**src/rtl/ethernet_frame_arbiter.sv**
```systemverilog
// Frame-granular two-port round-robin AXI4-Stream arbiter with a combinational egress path.
// Optional per-port frame counters are built when ETHERNET_FRAME_ARBITER_STATS_EN is defined.
//
//   state | meaning
//   ------+--------------------------------------------
//   IDLE  | no owner; arbitrate when arb_enable=1
//   OWN0  | port 0 owns egress until its tlast handshake
//   OWN1  | port 1 owns egress until its tlast handshake
module ethernet_frame_arbiter #(
  parameter int C_AXIS_TDATA_WIDTH = 8,
  parameter int C_AXIS_TKEEP_WIDTH = C_AXIS_TDATA_WIDTH / 8
) (
  input  logic                          clk,
  input  logic                          rstn,
  input  logic                          arb_enable,

  input  logic [C_AXIS_TDATA_WIDTH-1:0] s0_axis_tdata,
  input  logic [C_AXIS_TKEEP_WIDTH-1:0] s0_axis_tkeep,
  input  logic                          s0_axis_tvalid,
  input  logic                          s0_axis_tlast,
  input  logic                          s0_axis_tuser,
  output logic                          s0_axis_tready,

  input  logic [C_AXIS_TDATA_WIDTH-1:0] s1_axis_tdata,
  input  logic [C_AXIS_TKEEP_WIDTH-1:0] s1_axis_tkeep,
  input  logic                          s1_axis_tvalid,
  input  logic                          s1_axis_tlast,
  input  logic                          s1_axis_tuser,
  output logic                          s1_axis_tready,

  output logic [C_AXIS_TDATA_WIDTH-1:0] m_axis_tdata,
  output logic [C_AXIS_TKEEP_WIDTH-1:0] m_axis_tkeep,
  output logic                          m_axis_tvalid,
  output logic                          m_axis_tlast,
  output logic                          m_axis_tuser,
  input  logic                          m_axis_tready,

  output logic [1:0]                    grant,
  input  logic                          stats_clear,
  output logic [31:0]                   frame_count0,
  output logic [31:0]                   frame_count1
);

  localparam logic [1:0] ST_IDLE = 2'd0;
  localparam logic [1:0] ST_OWN0 = 2'd1;
  localparam logic [1:0] ST_OWN1 = 2'd2;

  logic [1:0] state, state_nxt;
  logic       last_grant, last_grant_nxt;   // 1 = port 1 won most recently
  logic       done0, done1;

  assign done0 = (state == ST_OWN0) && s0_axis_tvalid && m_axis_tready && s0_axis_tlast;
  assign done1 = (state == ST_OWN1) && s1_axis_tvalid && m_axis_tready && s1_axis_tlast;

  always_comb begin
    state_nxt      = state;
    last_grant_nxt = last_grant;
    case (state)
      ST_IDLE: begin
        if (arb_enable) begin
          if (s0_axis_tvalid && (!s1_axis_tvalid || last_grant)) begin
            state_nxt      = ST_OWN0;
            last_grant_nxt = 1'b0;
          end else if (s1_axis_tvalid) begin
            state_nxt      = ST_OWN1;
            last_grant_nxt = 1'b1;
          end
        end
      end
      ST_OWN0: if (done0) state_nxt = ST_IDLE;
      ST_OWN1: if (done1) state_nxt = ST_IDLE;
      default: state_nxt = ST_IDLE;
    endcase
  end

  always_ff @(posedge clk or negedge rstn) begin
    if (!rstn) begin
      state      <= ST_IDLE;
      last_grant <= 1'b1;
    end else begin
      state      <= state_nxt;
      last_grant <= last_grant_nxt;
    end
  end

  // Pure pass-through mux; port 0 fields leak through in IDLE with tvalid low.
  always_comb begin
    m_axis_tdata   = s0_axis_tdata;
    m_axis_tkeep   = s0_axis_tkeep;
    m_axis_tlast   = s0_axis_tlast;
    m_axis_tuser   = s0_axis_tuser;
    m_axis_tvalid  = 1'b0;
    s0_axis_tready = 1'b0;
    s1_axis_tready = 1'b0;
    case (state)
      ST_OWN0: begin
        m_axis_tvalid  = s0_axis_tvalid;
        s0_axis_tready = m_axis_tready;
      end
      ST_OWN1: begin
        m_axis_tdata   = s1_axis_tdata;
        m_axis_tkeep   = s1_axis_tkeep;
        m_axis_tlast   = s1_axis_tlast;
        m_axis_tuser   = s1_axis_tuser;
        m_axis_tvalid  = s1_axis_tvalid;
        s1_axis_tready = m_axis_tready;
      end
      default: ;
    endcase
  end

  assign grant = {state == ST_OWN1, state == ST_OWN0};

`ifdef ETHERNET_FRAME_ARBITER_STATS_EN
  logic [31:0] cnt0, cnt1;

  // Clear has priority over a coincident count; counters saturate.
  always_ff @(posedge clk or negedge rstn) begin
    if (!rstn) begin
      cnt0 <= '0;
      cnt1 <= '0;
    end else if (stats_clear) begin
      cnt0 <= '0;
      cnt1 <= '0;
    end else begin
      if (done0 && (cnt0 != 32'hFFFF_FFFF)) cnt0 <= cnt0 + 32'd1;
      if (done1 && (cnt1 != 32'hFFFF_FFFF)) cnt1 <= cnt1 + 32'd1;
    end
  end

  assign frame_count0 = cnt0;
  assign frame_count1 = cnt1;
`else
  logic unused_stats_clear;
  assign unused_stats_clear = stats_clear;
  assign frame_count0 = '0;
  assign frame_count1 = '0;
`endif

endmodule

```
**config.mk**
```make
export PLATFORM = sky130hd
export DESIGN_NAME = ethernet_frame_arbiter
export DESIGN_NICKNAME = d
export VERILOG_FILES = /design/src/rtl/ethernet_frame_arbiter.sv
export SDC_FILE = /design/constraint.sdc
export NUM_CORES = 1
export LEC_CHECK = 0
export BUFFER_PORTS_ARGS = -buffer_cell sky130_fd_sc_hd__buf_4
export CAP_MARGIN = 20
export CELL_PAD_IN_SITES_DETAIL_PLACEMENT = 1
export CELL_PAD_IN_SITES_GLOBAL_PLACEMENT = 1
export CORE_MARGIN = 2
export CORE_UTILIZATION = 22
export CTS_BUF_LIST = sky130_fd_sc_hd__clkbuf_4 sky130_fd_sc_hd__clkbuf_8
export CTS_CLUSTER_SIZE = 25
export DETAILED_ROUTE_END_ITERATION = 8
export PLACE_DENSITY = 0.95
export SYNTH_ARGS = -nofsm -noshare
export SYNTH_HDL_FRONTEND = slang
export SYNTH_SLANG_ARGS = --single-unit
```
**constraint.sdc**
```tcl
create_clock -name clk -period 3.95 [get_ports clk]
set_clock_uncertainty 0.15 [all_clocks]
set_input_delay 0.79 -clock clk [delete_from_list [all_inputs] [get_ports clk]]
set_output_delay 0.79 -clock clk [all_outputs]
set_load 0.05 [all_outputs]
```
* After elaboration in Yosys (flattened, before gate mapping)
Index checks and enable logic that the tools add are counted.
Storage, ports and cells: bits of input ports 29, logic and storage cells 36, register bits 3, output and inout bits 80
Operators by class: reduce and logical (&&, ||, !) cells 13, muxes and demuxes 15, eq/ne operators 6
Operator list (number):
- 2-to-1 mux 2 bit | 5
- 2-to-1 mux 8 bit | 1
- logical AND 1 bit | 7
- 2-to-1 mux 1 bit | 7
- one-hot mux 2 bit (3 select lines) | 1
- != test 2 x 1 -> 1 bit (second input constant) | 2
- AND reduction 4 bit | 1
- != test 3 bit (second input constant) | 1
- AND reduction 3 bit | 1
- equality test 2 x 1 -> 1 bit (second input constant) | 1
- equality test 2 bit (second input constant) | 1
- logical NOT 2 bit | 1
- != test 2 bit (second input constant) | 1
- one-hot mux 1 bit (2 select lines) | 1
- nonzero test 2 bit | 1
- logical NOT 1 bit | 1
- logical OR 1 bit | 1

* Longest topological paths before layout
word-level depth 6, depth in mapped cells 5, mapped depth without buffers 5

* Worst setup path after synthesis
No wires, ideal clock.
path kind register -> output, start reg state[0], end out m_axis_tvalid, arrival time 1.875 ns, path slack 1.135 ns, required time 3.010 ns, cell stages (with the launch flop) 5, cell sequence dfrtp_1 > inv_1 > ha_1 > a22oi_1 > nor2b_1
On the way: cells in the longest elaborated chain, start to end 2
Ends and longest elaborated chain:
- from (decl) | RTL line 48 | logic [1:0] state, state_nxt;
- from (signal assigned) | RTL line 81 | state <= state_nxt;
- equality test 2 bit
- net grant[1] | RTL line 38 | output logic [1:0] grant,
- one-hot mux 1 bit (2 select lines) | RTL line 95 | case (state)
- to (decl) | RTL line 33 | output logic m_axis_tvalid,
The timed path passes the listed nets, and every way through them passes these cells.

* Final worst setup path
start reg state[0], end out m_axis_tdata[3]
On the way: cells in the longest elaborated chain, start to end 2
Ends and longest elaborated chain:
- equality test 2 bit | RTL line 95
- 2-to-1 mux 8 bit | RTL line 95
- to (decl) | RTL line 31 | output logic [C_AXIS_TDATA_WIDTH-1:0] m_axis_tdata,
Every way passes these cells.

==> flow_summary.ini <==
[power_and_ir_drop]
vdd_drop_max_v = 0.000109
p_per_area_mw_per_mm2 = 700
fin_total_pwr_uw = 721
total_leakage_power_uw = 0.000586

[detailed_routing]
vias_per_cell = 3.27
wl_per_cell_um = 8.67
routed_wl_um = 1690
ant_nets = 0
via_count = 637
first_iter_violations = 10
route.detailed.drc = 0
drtPass1Iterations = 4

[critical_path]
cp_max_fo = 16
slowest_stage = ha_1
cpPeakStageDelay_ps = 580
crit_family = adder cells
critPathKind = flop to primary output
worstPathArrival_ps = 1870
cp-end-kind = primary output
path_buf_inv = 2
worstPathRequired_ps = 3010
startpoint_type = flop
crit_chain = inv_1 > ha_1 > mux2_2 > buf_4

[global_route]
antenna_found_initial = 0
grt.busiest_layer = met2
grt_max_degree = 17
grt_use_met1_pct = 6.45
grt_pass1_wl_um = 2280
grt_pass1_vias = 529
grtUsageMet2_pct = 12.8
grt_util_all_layers_pct = 6.99
overflow = 0
grtUsageMet3_pct = 3.07

[yosys]
syn-instance-count = 102
synth_top_cell_area_share_pct = 56.7
synth_edf_count = 0
postSynthAreaPerCell_um2 = 8.30
yosysMostFrequentCell = buf_4
yosys-top-cells-area = buf_4, mux2_2, dfrtp_1, ha_1, dfstp_2
synth_largest_area_cell = buf_4
synth_seq_cells = 3
synth_top_cells_by_count = buf_4, mux2_2, ha_1, nand2_1
ys_seq_area_share_pct = 9.01
syn_area_um2 = 847
yosys_most_used_dff = dfrtp_1
synth-async-reset-ratio_pct = 100
synth_cell_types = 22
yosysWarnings = 0

[clock_tree]
cts_resized = 0
clock_latency_ps = 210
clkTransAtPathRegs_ps = 30
cts_tree = done
hold_buffers = 0
htree_num_levels = 1
cts.sinks = 3
clock_path_buffers = 2
postCtsSetupRepairBufs = 0
cts_buffers = 3
cts_root_buffer = clkbuf_8

[floorplanning]
start_util_pct = 23.0
rows = 22
io_pins = 109
dieHeight_um = 66.1
die_w_um = 66.1
core_area_mm2 = 0.00369
die-area_mm2 = 0.00436

[timing]
setup_viol = 0
fin_crit_ps = 2810
period_share_pct = 71.0
drv_slew = 0
fmax_mhz = 356
tightest_slew_ps = 648
tns_ps = 0
hold_viol_final = 0
rsz0062_at_grt = false
relSlewSlack_pct = 56.8

[place]
routabilityCongestion = 0.773
dp_hpwl_um = 1520
io_buffers = 43
dpl_cell_area_um2 = 981

[worst_hold_path]
hold_path_class = input port to asynchronous set/reset pin

[final_layout]
drive_gt1_share_pct = 40.8
fin_nets = 180
finalInstanceArea_mm2 = 0.00103
areaGrowthSynthToFinish_pct = 21.6
seq_area_um2 = 76.3
multi_input_comb_area_um2 = 514
antenna_cells = 0
fill_cells = 488

[job]
cap_viol_max_count = 0

[outcome]
outcome = finished clean
logic make-up (layout without fill, tap and decap cells):
kind of cell / Yosys count / count (layout) / synth area share [%]
DFF: 3 / 3 / 9.01
other: 1 / 64 / 0.443
buffers and inverters: 67 / 49 / 58.2
AOI/OAI and AO/OA: 8 / 8 / 7.24
and+or+nand+nor: 9 / 9 / 6.06
muxes: 11 / 11 / 14.6
adders and majority gates: 3 / 3 / 4.43
cells in the final DEF (no fill, tap or decap):
cell       n
o32ai_1    1
a21o_1     1
conb_1    64
mux2_2    11
nand3_2    1
dfstp_2    1
and2_1     2
nand3_1    1
clkbuf_4   1
inv_1      2
clkbuf_8   3
a22oi_1    1
ha_1       3
o21ai_0    1
a222oi_1   1
nor2b_1    1
buf_4     43
nand2_1    3
dfrtp_1    2
nand2b_1   1
o211ai_1   1
o22ai_1    1
a22o_1     1
worst paths after layout:
check | from | to | slack (ps) | depth (start not counted)
setup / recovery | state[0] | m_axis_tdata[3] | 1140 | 4
max in group asynchronous | rstn | last_grant | 3250 | 1
hold reg to reg | last_grant | last_grant | 310 | 2
min in group clk | last_grant | last_grant | 310 | 2
hold / removal | rstn | state[1] | 210 | 1
setup reg to reg | state[0] | state[0] | 2180 | 4
sequential cells by signal (all words and copies together), names as in the netlist:
signal and flops:
state 2, last_grant 1
per-layer routing:
layer,up-vias,share of wire (%),wire length [um]
met5,-,0,0
met4,0,0,0
met3,0,18,306
met2,60,52,886
met1,282,29,498
li1,295,-,-
final cells by class:
type	instances	area share, %
timing repair buffer	43	31.3
inverter	2	0.729
multi-input combinational	95	49.9
sequential	3	7.41
clock buffer	4	4.74
tap	48	5.83
worst reg2reg max path, cell delays in order (launching register included):
cell and delay, ps:
dfrtp_1 340, inv_1 70, ha_1 430, a222oi_1 470, o32ai_1 170
report_power, final:
| part | switching (uW) | internal, uW | total [uW] |
|---|---|---|---|
| Combinational | 410 | 162 | 571 |
| Sequential | 6.32 | 48.4 | 54.7 |
| Clock | 18.9 | 75.5 | 94.4 |
through the flow:
stage	instances	hold slack, ps	util [%]	worst slack, ps
final	195	211	27.9	1140
after global routing	195	212	27.9	1010
after CTS	195	207	27.9	1080
after detailed placement	191	307	26.6	1310
after global placement	191	301	26.6	1370
after floorplan	165	286	-	1130
No activity file was read; power rests on OpenSTA's default activity.
